$ cat src/rtl/sync_fifo_pkg.sv
// Shared width helpers and configuration sanity check for the handshake FIFO.
package sync_fifo_pkg;

  function automatic int fifo_lvl_w(input int depth);
    return $clog2(depth + 1);
  endfunction

  function automatic int fifo_ptr_w(input int depth);
    return $clog2(depth) + 1;
  endfunction

  // DEPTH must be a power of two and the flag thresholds must be ordered and in range.
  function automatic bit fifo_cfg_ok(input int depth, input int ae, input int af);
    return (depth >= 2) && ((depth & (depth - 1)) == 0) && (ae < af) && (af <= depth);
  endfunction

endpackage

$ cat src/rtl/sync_fifo_mem.sv
// FIFO storage: one synchronous write port, one asynchronous read port, no reset.
module sync_fifo_mem #(
  parameter int DATA_WIDTH = 8,
  parameter int DEPTH      = 16,
  parameter int AW         = $clog2(DEPTH)
) (
  input  logic                  clk,
  input  logic                  we,
  input  logic [AW-1:0]         waddr,
  input  logic [DATA_WIDTH-1:0] wdata,
  input  logic [AW-1:0]         raddr,
  output logic [DATA_WIDTH-1:0] rdata
);

  logic [DATA_WIDTH-1:0] mem_q [DEPTH];

  always_ff @(posedge clk) begin
    if (we) mem_q[waddr] <= wdata;
  end

  assign rdata = mem_q[raddr];

endmodule

$ cat src/rtl/sync_fifo_hs.sv
// Single-clock valid/ready FIFO with fall-through or registered head, level and
// almost-full/almost-empty flags, synchronous flush.
module sync_fifo_hs import sync_fifo_pkg::*; #(
  parameter int DATA_WIDTH   = 8,
  parameter int DEPTH        = 16,
  parameter bit FALL_THROUGH = 1'b1,
  parameter int AF_THRESH    = DEPTH - 2,
  parameter int AE_THRESH    = 1
) (
  input  logic                          clk,
  input  logic                          rst_n,
  input  logic                          flush,
  input  logic                          in_valid,
  output logic                          in_ready,
  input  logic [DATA_WIDTH-1:0]         in_data,
  output logic                          out_valid,
  input  logic                          out_ready,
  output logic [DATA_WIDTH-1:0]         out_data,
  output logic [fifo_lvl_w(DEPTH)-1:0]  level,
  output logic                          almost_full,
  output logic                          almost_empty
);

  localparam int PW = fifo_ptr_w(DEPTH);
  localparam int AW = PW - 1;
  localparam int LW = fifo_lvl_w(DEPTH);

  if (!fifo_cfg_ok(DEPTH, AE_THRESH, AF_THRESH)) begin : g_cfg_err
    $error("sync_fifo_hs: DEPTH must be a power of 2 >= 2 and AE_THRESH < AF_THRESH <= DEPTH");
  end

  logic [PW-1:0]         wr_ptr_q, wr_ptr_d, rd_ptr_q, rd_ptr_d;
  logic [LW-1:0]         level_q, level_d;
  logic                  in_ready_q, af_q, ae_q;
  logic                  wr_en, rd_en, mem_pop, mem_empty;
  logic [DATA_WIDTH-1:0] mem_rdata;

  assign wr_en     = in_valid && in_ready_q;
  assign rd_en     = out_valid && out_ready;
  assign mem_empty = (wr_ptr_q == rd_ptr_q);

  sync_fifo_mem #(.DATA_WIDTH(DATA_WIDTH), .DEPTH(DEPTH), .AW(AW)) u_mem (
    .clk   (clk),
    .we    (wr_en && !flush),
    .waddr (wr_ptr_q[AW-1:0]),
    .wdata (in_data),
    .raddr (rd_ptr_q[AW-1:0]),
    .rdata (mem_rdata)
  );

  always_comb begin
    wr_ptr_d = wr_ptr_q;
    rd_ptr_d = rd_ptr_q;
    level_d  = level_q;
    if (flush) begin
      wr_ptr_d = '0;
      rd_ptr_d = '0;
      level_d  = '0;
    end else begin
      if (wr_en)   wr_ptr_d = wr_ptr_q + PW'(1);
      if (mem_pop) rd_ptr_d = rd_ptr_q + PW'(1);
      case ({wr_en, rd_en})
        2'b10:   level_d = level_q + LW'(1);
        2'b01:   level_d = level_q - LW'(1);
        default: level_d = level_q;
      endcase
    end
  end

  // Flags are registered from the next level so they never lag the level output.
  always_ff @(posedge clk or negedge rst_n) begin
    if (!rst_n) begin
      wr_ptr_q   <= '0;
      rd_ptr_q   <= '0;
      level_q    <= '0;
      in_ready_q <= 1'b1;
      af_q       <= 1'b0;
      ae_q       <= 1'b1;
    end else begin
      wr_ptr_q   <= wr_ptr_d;
      rd_ptr_q   <= rd_ptr_d;
      level_q    <= level_d;
      in_ready_q <= (level_d < LW'(DEPTH));
      af_q       <= (level_d >= LW'(AF_THRESH));
      ae_q       <= (level_d <= LW'(AE_THRESH));
    end
  end

  if (FALL_THROUGH) begin : g_ft
    assign mem_pop   = rd_en;
    assign out_valid = !mem_empty;
    // Gate storage so an empty FIFO shows zero rather than stale contents.
    assign out_data  = out_valid ? mem_rdata : '0;
  end else begin : g_reg
    logic                  ovalid_q;
    logic [DATA_WIDTH-1:0] odata_q;

    assign mem_pop = !mem_empty && (!ovalid_q || rd_en);

    always_ff @(posedge clk or negedge rst_n) begin
      if (!rst_n) begin
        ovalid_q <= 1'b0;
        odata_q  <= '0;
      end else if (flush) begin
        ovalid_q <= 1'b0;
        odata_q  <= '0;
      end else if (mem_pop) begin
        ovalid_q <= 1'b1;
        odata_q  <= mem_rdata;
      end else if (rd_en) begin
        ovalid_q <= 1'b0;
      end
    end

    assign out_valid = ovalid_q;
    assign out_data  = odata_q;
  end

  assign in_ready     = in_ready_q;
  assign level        = level_q;
  assign almost_full  = af_q;
  assign almost_empty = ae_q;

endmodule

$ cat config.mk
export PLATFORM = sky130hd
export DESIGN_NAME = sync_fifo_hs
export DESIGN_NICKNAME = d
export VERILOG_FILES = /design/src/rtl/sync_fifo_pkg.sv /design/src/rtl/sync_fifo_mem.sv /design/src/rtl/sync_fifo_hs.sv
export SDC_FILE = /design/constraint.sdc
export NUM_CORES = 1
export LEC_CHECK = 0
export CAP_MARGIN = 20
export CORE_ASPECT_RATIO = 1.5
export CORE_MARGIN = 3
export CORE_UTILIZATION = 45
export DETAILED_ROUTE_END_ITERATION = 12
export GPL_ROUTABILITY_DRIVEN = 0
export PLACE_DENSITY_LB_ADDON = 0.08
export SKIP_CTS_REPAIR_TIMING = 1
export SLEW_MARGIN = 15
export SYNTH_ARGS = -nofsm -noshare
export SYNTH_HDL_FRONTEND = slang
export SYNTH_SLANG_ARGS = --single-unit
$ cat constraint.sdc
create_clock -name clk -period 2.8 [get_ports clk]
set_input_delay 0.84 -clock clk [delete_from_list [all_inputs] [get_ports clk]]
set_output_delay 0.84 -clock clk [all_outputs]
set_load 0.02 [all_outputs]
; ---- After elaboration in Yosys (flattened, before gate mapping)
; Memories as Yosys holds them, arrays and structs flattened.
; Cells that the tools add are included.
[word_totals]
register_bits = 18
mem_bits_rw = 128
memories = 1
inputBits = 13
[classes]
reduce_logical = 7
n_mux = 9
n_eq_ne = 3
order_cmp = 3
add_sub_neg = 4
[mem_list]
columns = memory, depth, width, read_ports, rd_ports_with_merged_regs, write_ports, line_no
row1 = u_mem.mem_q, 16, 8, 1, 0, 1, sync_fifo_mem.sv:15  ; logic [DATA_WIDTH-1:0] mem_q [DEPTH];
[ops]
columns = operator, n
row1 = $mux W5, 5
row2 = $add A5 B1 Y5 const B, 3
row3 = $pmux W5 S2, 1
row4 = $mux W8, 1
row5 = $eq A5 B5 Y1, 1
row6 = $ge A5 B4 Y1 const B, 1
row7 = $le A5 B1 Y1 const B, 1
row8 = $lt A5 B5 Y1 const B, 1
row9 = $sub A5 B1 Y5 const B, 1
row10 = $reduce_bool A2 Y1, 2
row11 = $logic_and A1 B1 Y1, 3
row12 = $eq A2 B1 Y1 const B, 1
row13 = $eq A2 B2 Y1 const B, 1
row14 = $logic_not A1 Y1, 2
row15 = $mux W1, 2

; ---- Depth between registers and ports, before layout
; Gate-level depths: netlist of run 1.
[logic_depth]
depth_word = 7
depth_mapped = 13

; ---- Modules after synthesis
; From an unflattened synthesis of run 1, not the netlist that was laid out.
[unflattened]
hier_cells = 329
hier_area_um2 = 6049.6
[modules_own_cells]
columns = module, cells_each, seq_area_each_um2, instances, area_each_um2
row1 = sync_fifo_mem, 221, 3843.7, 1, 4987.3
row2 = sync_fifo_hs, 108, 452.9, 1, 1062.3

; ---- Worst setup path after synthesis of run 1
; No wires, ideal clock.
[synth_path]
kind = register to output
start = register rd_ptr_q[0]
end = output port out_data[0]
t_required_ns = 1.960
path_stages_with_launch = 6
t_arrival_ns = 1.946
setup_slack_ns = 0.014
cell_sequence = dfrtp_1 -> buf_6 -> buf_2 -> mux4_2 -> mux4_2 -> nor2b_1
[synth_between]
elab_chain_cells = 2
word_cells_on_any_way = 3
[synth_rtl]
columns = item, line_no
row1 = "start, declared", sync_fifo_hs.sv:32  ; logic [PW-1:0] wr_ptr_q, wr_ptr_d, rd_ptr_q, rd_ptr_d;
row2 = "start signal, assigned", sync_fifo_hs.sv:81  ; rd_ptr_q <= rd_ptr_d;
row3 = $mem_v2 Z16 W8 or $eq A5 B5 Y1 (tied branches), --
row4 = $mux W8 *, sync_fifo_hs.sv:93  ; assign out_data = out_valid ? mem_rdata : '0;
row5 = "end, declared", sync_fifo_hs.sv:18  ; output logic [DATA_WIDTH-1:0] out_data,
; Every way passes the cells marked *; elsewhere a longest branch is shown, timed or not.

; ---- Worst setup path after layout of run 1
[layout_path]
start = register rd_ptr_q[0]
end = output port out_data[4]
; The elaborated chain is that of the path after synthesis.

==> flow_summary.yaml, run 1 <==
synth:
  yosysSeqAreaShare: 0.711
  synthCells: 320
  netlist_area_um2: 6050
  synthMuxAreaShare: 0.155
  synth_top_area_share: 0.636
  synth_adder_area_share: 0.0145
  synth_top_family_by_area: "multiplexers"
  synth-simple-area-share: 0.0563
  ys.warnings.count: 0
  synth_compound_area_frac: 0.0230
  synth_top_area_cell: "edfxtp_1"
  yosys-top-cells-area: "edfxtp_1 64%, mux4_2 15%, dfrtp_1 6.6%"
  syn_nets: 340
  ys_seq_elements: 146
  avgSynthCellArea_um2: 18.9
  synth_xor_xnor_area_share: 0.0228
  synthDistinctLibCells: 36
drt:
  wl_met2_um: 7040
  topRoutingLayerUsed: "met4"
  dr.pass1.iters: 5
  wl_per_cell_um: 21.9
  dr_wl_met3_um: 393
  drc: 0
  via_per_inst: 5.48
  drt_iter0_drc: 187
  vias: 3225
  wl_met1_um: 5300
  wl_um: 12900
  final_antenna_net_count: 0
global_route:
  grt_remaining_overflow: 0
  grt_start_max_net_pins: 23
  grt_use_total: 0.190
  antenna_found_initial: 0
  grt_pass1_wl_um: 20400
  grt_pass1_vias: 3444
clock_network:
  ctsLongestPathBuffers: 2
  cts-buffers-inserted: 17
  clock_sinks: 146
  htreeDepth: 4
  clkTransAtPathRegs_ps: 60
  clk_latency_ps: 410
  cts_tree: "done"
  cts_root_buf: "clkbuf_16"
final_layout:
  diodes: 0
  multiInputGateArea_um2: 1700
  final_util: 0.580
  fillCellCount: 1014
  drive_gt1_frac: 0.392
  final-seq-area_um2: 4300
  finalNetCount: 436
  synthToLayoutAreaGrowth_pct: 25.4
die:
  core_region_area_um2: 13100
  io_pins: 30
  num_rows: 51
  die_h_um: 148
  die_area_um2: 14900
  die_width_um: 101
  initial_core_util: 0.462
sta:
  finalCriticalPeriod_ps: 3190
  fin_hold_ws_ps: 553
  finalSetupViolations: 9
  setup_ws_ps: -394
  clock_skew_ps: 9.53
  slew_viol_final: 0
  hold_violations: 0
  rsz0062_at_grt: "true"
  period_share: 1.14
  maxSlewHeadroom: 0.617
  fmax_mhz: 313
  worst_pin_slew_ps: 572
pwr:
  peakVddDrop_mv: 0.443
  total_power_mw: 6.19
  p_per_area_nw_per_um2: 817
  p_leak_nw: 2.66
outcome:
  status: "complete, but fails checks"
  violations: "negative setup slack"
worst_setup_path:
  crit_required_ps: 1960
  max_stage_delay_ps: 550
  slowest_stage: "mux4_2"
  arrival_ps: 2350
  path_common_cell: "mux4_2"
  crit_path_start_kind: "flip-flop"
  crit_chain: "buf_12 > mux4_2 > mux4_2 > nor2b_1 > buf_2"
  end_kind: "output pin"
  cp_max_fo: 14
  critical_path_class: "flip-flop to output pin"
placement:
  dpl.hpwl_um: 9170
  portBuffers: 29
run:
  maxCapViolCount: 0
worst_hold_path:
  hold_class: "flip-flop to flip-flop"
-- worst paths after layout --
check	cells after the start	end	slack (ps)	from
max in group asynchronous	2	in_ready	1780	rst_n
min reg2reg	2	wr_ptr_q[1]	550	in_ready
max reg2reg	12	almost_empty	30	rd_ptr_q[0]
max	5	out_data[4]	-390	rd_ptr_q[0]
min in group asynchronous	2	level[0]	760	rst_n
min	2	wr_ptr_q[1]	550	in_ready
-- per-stage QoR --
stage / TNS (ps) / cells / worst slack (ps) / cell area (um^2)
5_1_grt: -4010 / 588 / -495 / 7580
2_1_floorplan: 0 / 320 / 14.0 / 6050
3_3_place_gp: -21690 / 555 / -490 / 7000
4_1_cts: -7730 / 587 / -819 / 7540
6_report: -3060 / 588 / -394 / 7580
3_5_place_dp: -19450 / 555 / -538 / 7000
-- sequential cells by signal (all words and copies together) (netlist names) --
register      count
u_mem.mem_q     128
level             5
rd_ptr_q          5
wr_ptr_q          5
almost_empty      1
almost_full       1
in_ready          1
-- synthesized netlist by cell type --
library cell and n:
a31o_2 1, xor2_2 2, xnor2_1 2, nor3_1 4, nor2_1 28, buf_6 2
nand4_1 3, dfrtp_1 16, o32ai_1 2, a221o_1 1, ha_1 7, mux4_2 40
o21ai_0 4, nor3_4 1, mux2_4 1, a21boi_2 1, nor4_2 1, buf_2 3
nand2_1 11, nand2b_1 3, mux2i_1 2, o21a_1 1, a41oi_2 1, a21oi_2 2
buf_1 2, or3_1 3, nor2b_1 9, buf_4 2, edfxtp_1 128, nand3_1 4
a21oi_1 6, and2_1 2, dfstp_2 2, xor2_1 10, clkbuf_1 7, inv_1 6
-- critical path, delay by kind of cell, from the launching register on --
family	cells	cell delay, ps
buffers and inverters	2	340
AND/OR/NAND/NOR	1	140
flip-flops	1	450
multiplexers	2	1010
-- cells by family after synthesis --
group / after synthesis
compound gates: 19
xor+xnor: 14
fa+ha+maj: 7
buf+inv: 22
flops: 146
mux: 43
simple gates: 69
-- layer usage --
layer  vias to the layer above  GRT usage
met5                         -          0
met1                      1696      0.245
met2                        62      0.324
met4                         0     0.0593
li1                       1457          -
met3                        10     0.0382
-- cell usage in the layout, fill, tap and decap left out, drive strengths merged, types with 2 or more instances in the layout --
master and count:
edfxtp 128, buf 69, mux4 40, nor2 28, clkbuf 21, clkdlybuf4s50 20
dfrtp 16, inv 14, xor2 12, nand2 11, nor2b 9, a21oi 8
ha 7, nor3 5, clkinv 5, nand3 4, o21ai 4, or3 3
nand4 3, nand2b 3, o32ai 2, mux2i 2, xnor2 2, dfstp 2
clkinvlp 2, and2 2
-- where the power goes --
group	internal (mW)	switching [mW]	leakage (nW)
sequential	2.44	0.0671	1.39
combinational	0.854	0.755	1.00
clock	1.16	0.915	0.267
-- area by class of cell --
type / instances / share of cell area
Sequential cell: 146 / 0.567
Multi-Input combinational cell: 152 / 0.224
Timing Repair Buffer: 93 / 0.108
Clock buffer: 17 / 0.0561
Tap cell: 159 / 0.0262
Clock inverter: 15 / 0.0160
Inverter: 6 / 0.00297
(Power assumes the default switching activity.)
==> run 2, diff against run 1 <==
CORE_ASPECT_RATIO = 0.6   (was 1.5)
==> flow_summary.yaml, run 2 (same netlist as run 1, synthesis figures left out) <==
drt:
  dr.pass1.iters: 5
  wl_per_cell_um: 22.3
  wl_um: 13500
  via_per_inst: 5.48
  drc: 0
  final_antenna_net_count: 0
  vias: 3322
  drt_iter0_drc: 260
clock_network:
  clk_latency_ps: 420
  htreeDepth: 4
  cts_root_buf: "clkbuf_16"
  clock_sinks: 146
  cts_tree: "done"
  ctsLongestPathBuffers: 2
  clkTransAtPathRegs_ps: 70
  cts-buffers-inserted: 17
sta:
  maxSlewHeadroom: 0.597
  worst_pin_slew_ps: 602
  totalNegativeSetupSlack_ps: -4400
  rsz0062_at_grt: "true"
  period_share: 1.17
  finalCriticalPeriod_ps: 3280
  hold_violations: 0
  fmax_mhz: 305
  clock_skew_ps: 11.8
  setup_ws_ps: -476
  slew_viol_final: 0
  finalSetupViolations: 14
die:
  die_width_um: 156
  initial_core_util: 0.466
  die_area_um2: 14900
  die_h_um: 95.8
  core_region_area_um2: 13000
  num_rows: 32
  io_pins: 30
final_layout:
  layout_common_cells: "128 x edfxtp_1, 59 x buf_4, 40 x mux4_2, 28 x nor2_1, 21 x clkbuf_16"
  fin_cells: 606
  finalInstanceArea_um2: 7800
  finalNetCount: 443
  synthToLayoutAreaGrowth_pct: 29.1
  drive_gt1_frac: 0.404
  largest-register: "u_mem.mem_q"
  diodes: 0
  fillCellCount: 972
  largest_reg_flops: 128
  final_common_cell: "edfxtp_1"
placement:
  numPlacedInstances: 568
  dpl.hpwl_um: 9590
  placed_cell_area_um2: 7000
  portBuffers: 29
  dpl_worst_slack_ps: -492
outcome:
  status: "complete, but fails checks"
  violations: "negative setup slack"
pwr:
  p_leak_nw: 2.76
  peakVddDrop_mv: 0.370
  p_clk_frac: 0.344
  p_per_area_nw_per_um2: 854
  sw_frac_of_total: 0.281
  p_sw_mw: 1.87
  total_power_mw: 6.66
  pwr-share-comb: 0.280
  internal_power_mw: 4.79
  p_seq_frac: 0.376
worst_setup_path:
  cp_max_fo: 8
  arrival_ps: 2440
  max_stage_delay_ps: 550
  crit_chain: "buf_12 > buf_12 > mux4_2 > mux4_2 > nor2b_4 > buf_6"
  slowest_stage: "mux4_2"
  crit_required_ps: 1960
  crit_path_start_kind: "flip-flop"
  r2r_slack_ps: -320
  end_kind: "output pin"
  critical_path_class: "flip-flop to output pin"
global_route:
  grt_use_total: 0.191
  grt_pass1_vias: 3169
  grt_remaining_overflow: 0
  grt_start_max_net_pins: 23
  antenna_found_initial: 0
  grt_pass1_wl_um: 20200
run:
  maxCapViolCount: 0
worst_hold_path:
  hold_class: "flip-flop to flip-flop"
-- run 2: cell count changes in the layout (fill, tap and decap cells not counted), sizes merged --
cell / before / now
buf: 69 / 75
clkbuf: 21 / 24
clkinv: 5 / 2
bufinv: 0 / 1
clkinvlp: 2 / 1
inv: 14 / 15
-- run 2: power by group through the flow --
| stage | sequential, mW | clock [mW] | combinational [mW] |
|---|---|---|---|
| after floorplan | 2.57 | 0 | 0.911 |
| after global placement | 2.55 | 0 | 1.59 |
| after detailed placement | 2.55 | 0 | 1.61 |
| after CTS | 2.51 | 2.32 | 1.61 |
| after global routing | 2.51 | 2.43 | 1.99 |
| final | 2.50 | 2.29 | 1.87 |
-- run 2: per-layer routing --
metal / up-vias / wire length, um / track usage
met3: 12 / 737 / 0.0463
met2: 93 / 5690 / 0.259
met5: - / 0 / 0
met1: 1744 / 6990 / 0.309
met4: 0 / 108 / 0.0452
li1: 1473 / - / -
-- run 2: metrics by stage --
| step | hold slack [ps] | utilization |
|---|---|---|
| detailed placement | 544 | 0.540 |
| CTS | 555 | 0.587 |
| global placement | 540 | 0.540 |
| global route | 590 | 0.601 |
| finish | 553 | 0.601 |
| floorplan | 524 | - |
-- run 2: worst paths after layout --
check,to,from,cells past startpoint
min reg2reg,wr_ptr_q[1],in_ready,2
max in group asynchronous,in_ready,rst_n,2
max reg2reg,almost_full,rd_ptr_q[0],17
min in group asynchronous,rd_ptr_q[1],rst_n,2
max,out_data[7],rd_ptr_q[0],6
min,wr_ptr_q[1],in_ready,2
-- run 2: cell type report --
class	count	area, um^2	area share
clock buffers	19	475	0.0609
clock inverters	13	134	0.0172
inverters	6	22.5	0.00289
multi-input cells	152	1730	0.222
flip-flops and latches	146	4300	0.551
well taps	170	213	0.0273
repair buffers	100	931	0.119
-- run 2: critical path: cells and delay by family, from the launching register on --
family / cells / cell delay (ps)
flip-flops: 1 / 370
buffers and inverters: 3 / 400
AND/OR/NAND/NOR: 1 / 150
multiplexers: 2 / 1100
==> run 3, diff against run 2 <==
GPL_TIMING_DRIVEN = 0   (was unset)
==> flow_summary.yaml, run 3 (same netlist as run 1, synthesis figures left out) <==
drt:
  drc: 0
  drt_iter0_drc: 351
  wl_um: 13700
  via_per_inst: 5.57
  wl_per_cell_um: 24.1
  dr.pass1.iters: 4
  final_antenna_net_count: 0
  vias: 3171
final_layout:
  largest_reg_flops: 128
  finalInstanceArea_um2: 7530
  layout_common_cells: "128 x edfxtp_1, 40 x mux4_2, 27 x nor2_1, 21 x clkbuf_16, 19 x clkdlybuf4s50_1"
  largest-register: "u_mem.mem_q"
  diodes: 0
  drive_gt1_frac: 0.348
  finalNetCount: 406
  final_common_cell: "edfxtp_1"
  final_util: 0.580
  synthToLayoutAreaGrowth_pct: 24.5
sta:
  hold_violations: 0
  period_share: 1.19
  rsz0062_at_grt: "true"
  worst_pin_slew_ps: 849
  fin_hold_ws_ps: 577
  finalSetupViolations: 11
  fmax_mhz: 301
  maxSlewHeadroom: 0.432
  clock_skew_ps: 14.8
  finalCriticalPeriod_ps: 3320
  totalNegativeSetupSlack_ps: -4050
  setup_ws_ps: -520
  slew_viol_final: 0
worst_setup_path:
  crit_path_start_kind: "flip-flop"
  critical_path_class: "flip-flop to output pin"
  reg2regPathDepth: 15
  crit_required_ps: 1960
  slowest_stage: "mux4_2"
  path_common_cell: "mux4_2"
  cp_max_fo: 6
  rr_startpoint: "rd_ptr_q[0]"
  r2r-end: "almost_full"
  critical_path.startpoint: "rd_ptr_q[0]"
  critPathBufInv: 3
  cpLargestDelayFamily: "multiplexers"
  crit_chain: "buf_12 > clkbuf_16 > mux4_2 > mux4_2 > nor2b_1 > buf_4"
  end_kind: "output pin"
  max_stage_delay_ps: 560
  arrival_ps: 2480
  r2r_slack_ps: -90
pwr:
  p_seq_frac: 0.369
  peakVddDrop_mv: 0.390
  pwr-share-comb: 0.292
  internal_power_mw: 4.86
  total_power_mw: 6.79
  p_sw_mw: 1.93
  p_leak_nw: 2.55
  p_clk_frac: 0.339
  sw_frac_of_total: 0.284
  p_per_area_nw_per_um2: 902
clock_network:
  htreeDepth: 4
  clock_sinks: 146
  cts_root_buf: "clkbuf_16"
  ctsLongestPathBuffers: 2
  clk_latency_ps: 420
  cts-buffers-inserted: 17
  cts_tree: "done"
  clkTransAtPathRegs_ps: 60
placement:
  placed_cell_area_um2: 6560
  portBuffers: 28
  dpl.hpwl_um: 8790
global_route:
  grt_pass1_vias: 3020
  grt_use_total: 0.189
  antenna_found_initial: 0
  grt_start_max_net_pins: 19
  grt_pass1_wl_um: 19500
  grt_remaining_overflow: 0
run:
  maxCapViolCount: 0
worst_hold_path:
  hold-path-endpoint: "wr_ptr_q[1]"
  hold_path_depth: 2
  hold_class: "flip-flop to flip-flop"
  hold_start: "in_ready"
die:
  die_h_um: 95.8
  die_area_um2: 14900
  num_rows: 32
  io_pins: 30
  core_region_area_um2: 13000
  initial_core_util: 0.466
  die_width_um: 156
outcome:
  status: "complete, but fails checks"
  violations: "negative setup slack"
==> run 3: changes by cell type in the layout (fill, tap and decap cells not counted), moves of 2 or more <==
cell | before | now
buf_4 | 59 | 16
buf_8 | 3 | 0
clkbuf_1 | 0 | 3
clkbuf_2 | 3 | 6
clkbuf_4 | 0 | 2
nor2b_1 | 6 | 8
nor2b_4 | 3 | 1
nor3_1 | 4 | 0
nor3_2 | 0 | 4
==> run 3: per-stage QoR <==
step,instances,worst slack (ps)
floorplan,320,14.0
global placement,518,-794
detailed placement,518,-828
CTS,550,-1280
global route,569,-579
finish,569,-520
==> run 3: worst max-delay path by stage <==
stage / slack, ps / to / cells past startpoint
after floorplan: 10 / out_data[0] / 5
after global placement: -790 / out_data[4] / 6
after detailed placement: -830 / out_data[4] / 6
after CTS: -1280 / out_data[4] / 6
after global routing: -580 / out_data[7] / 6
final: -520 / out_data[4] / 6
==> run 3: layout make-up <==
type / count / area, um^2
clock inverters: 14 / 165
well taps: 170 / 213
inverters: 6 / 22.5
fillers: 972 / 5440
clock buffers: 18 / 439
repair buffers: 47 / 470
flip-flops and latches: 146 / 4300
plain buffers: 16 / 166
multi-input cells: 152 / 1760
==> run 3: power by group through the flow <==
stage / clock (mW) / combinational [mW] / sequential (mW)
floorplan: 0 / 0.911 / 2.57
global placement: 0 / 1.47 / 2.54
detailed placement: 0 / 1.48 / 2.54
CTS: 2.34 / 1.48 / 2.50
global route: 2.44 / 2.10 / 2.51
finish: 2.30 / 1.98 / 2.51
==> run 3: tightest hold or removal path: stages, from the launching register on <==
cell	delay (ps)
dfstp_2	400
nand3_1	70
a21oi_1	60
==> run 3: routing by layer <==
layer	global-route usage	vias up	wire, um
met2	0.247	97	5720
met3	0.0476	7	1040
met4	0.0481	0	75
met5	0	-	0
li1	-	1395	-
met1	0.310	1672	6890
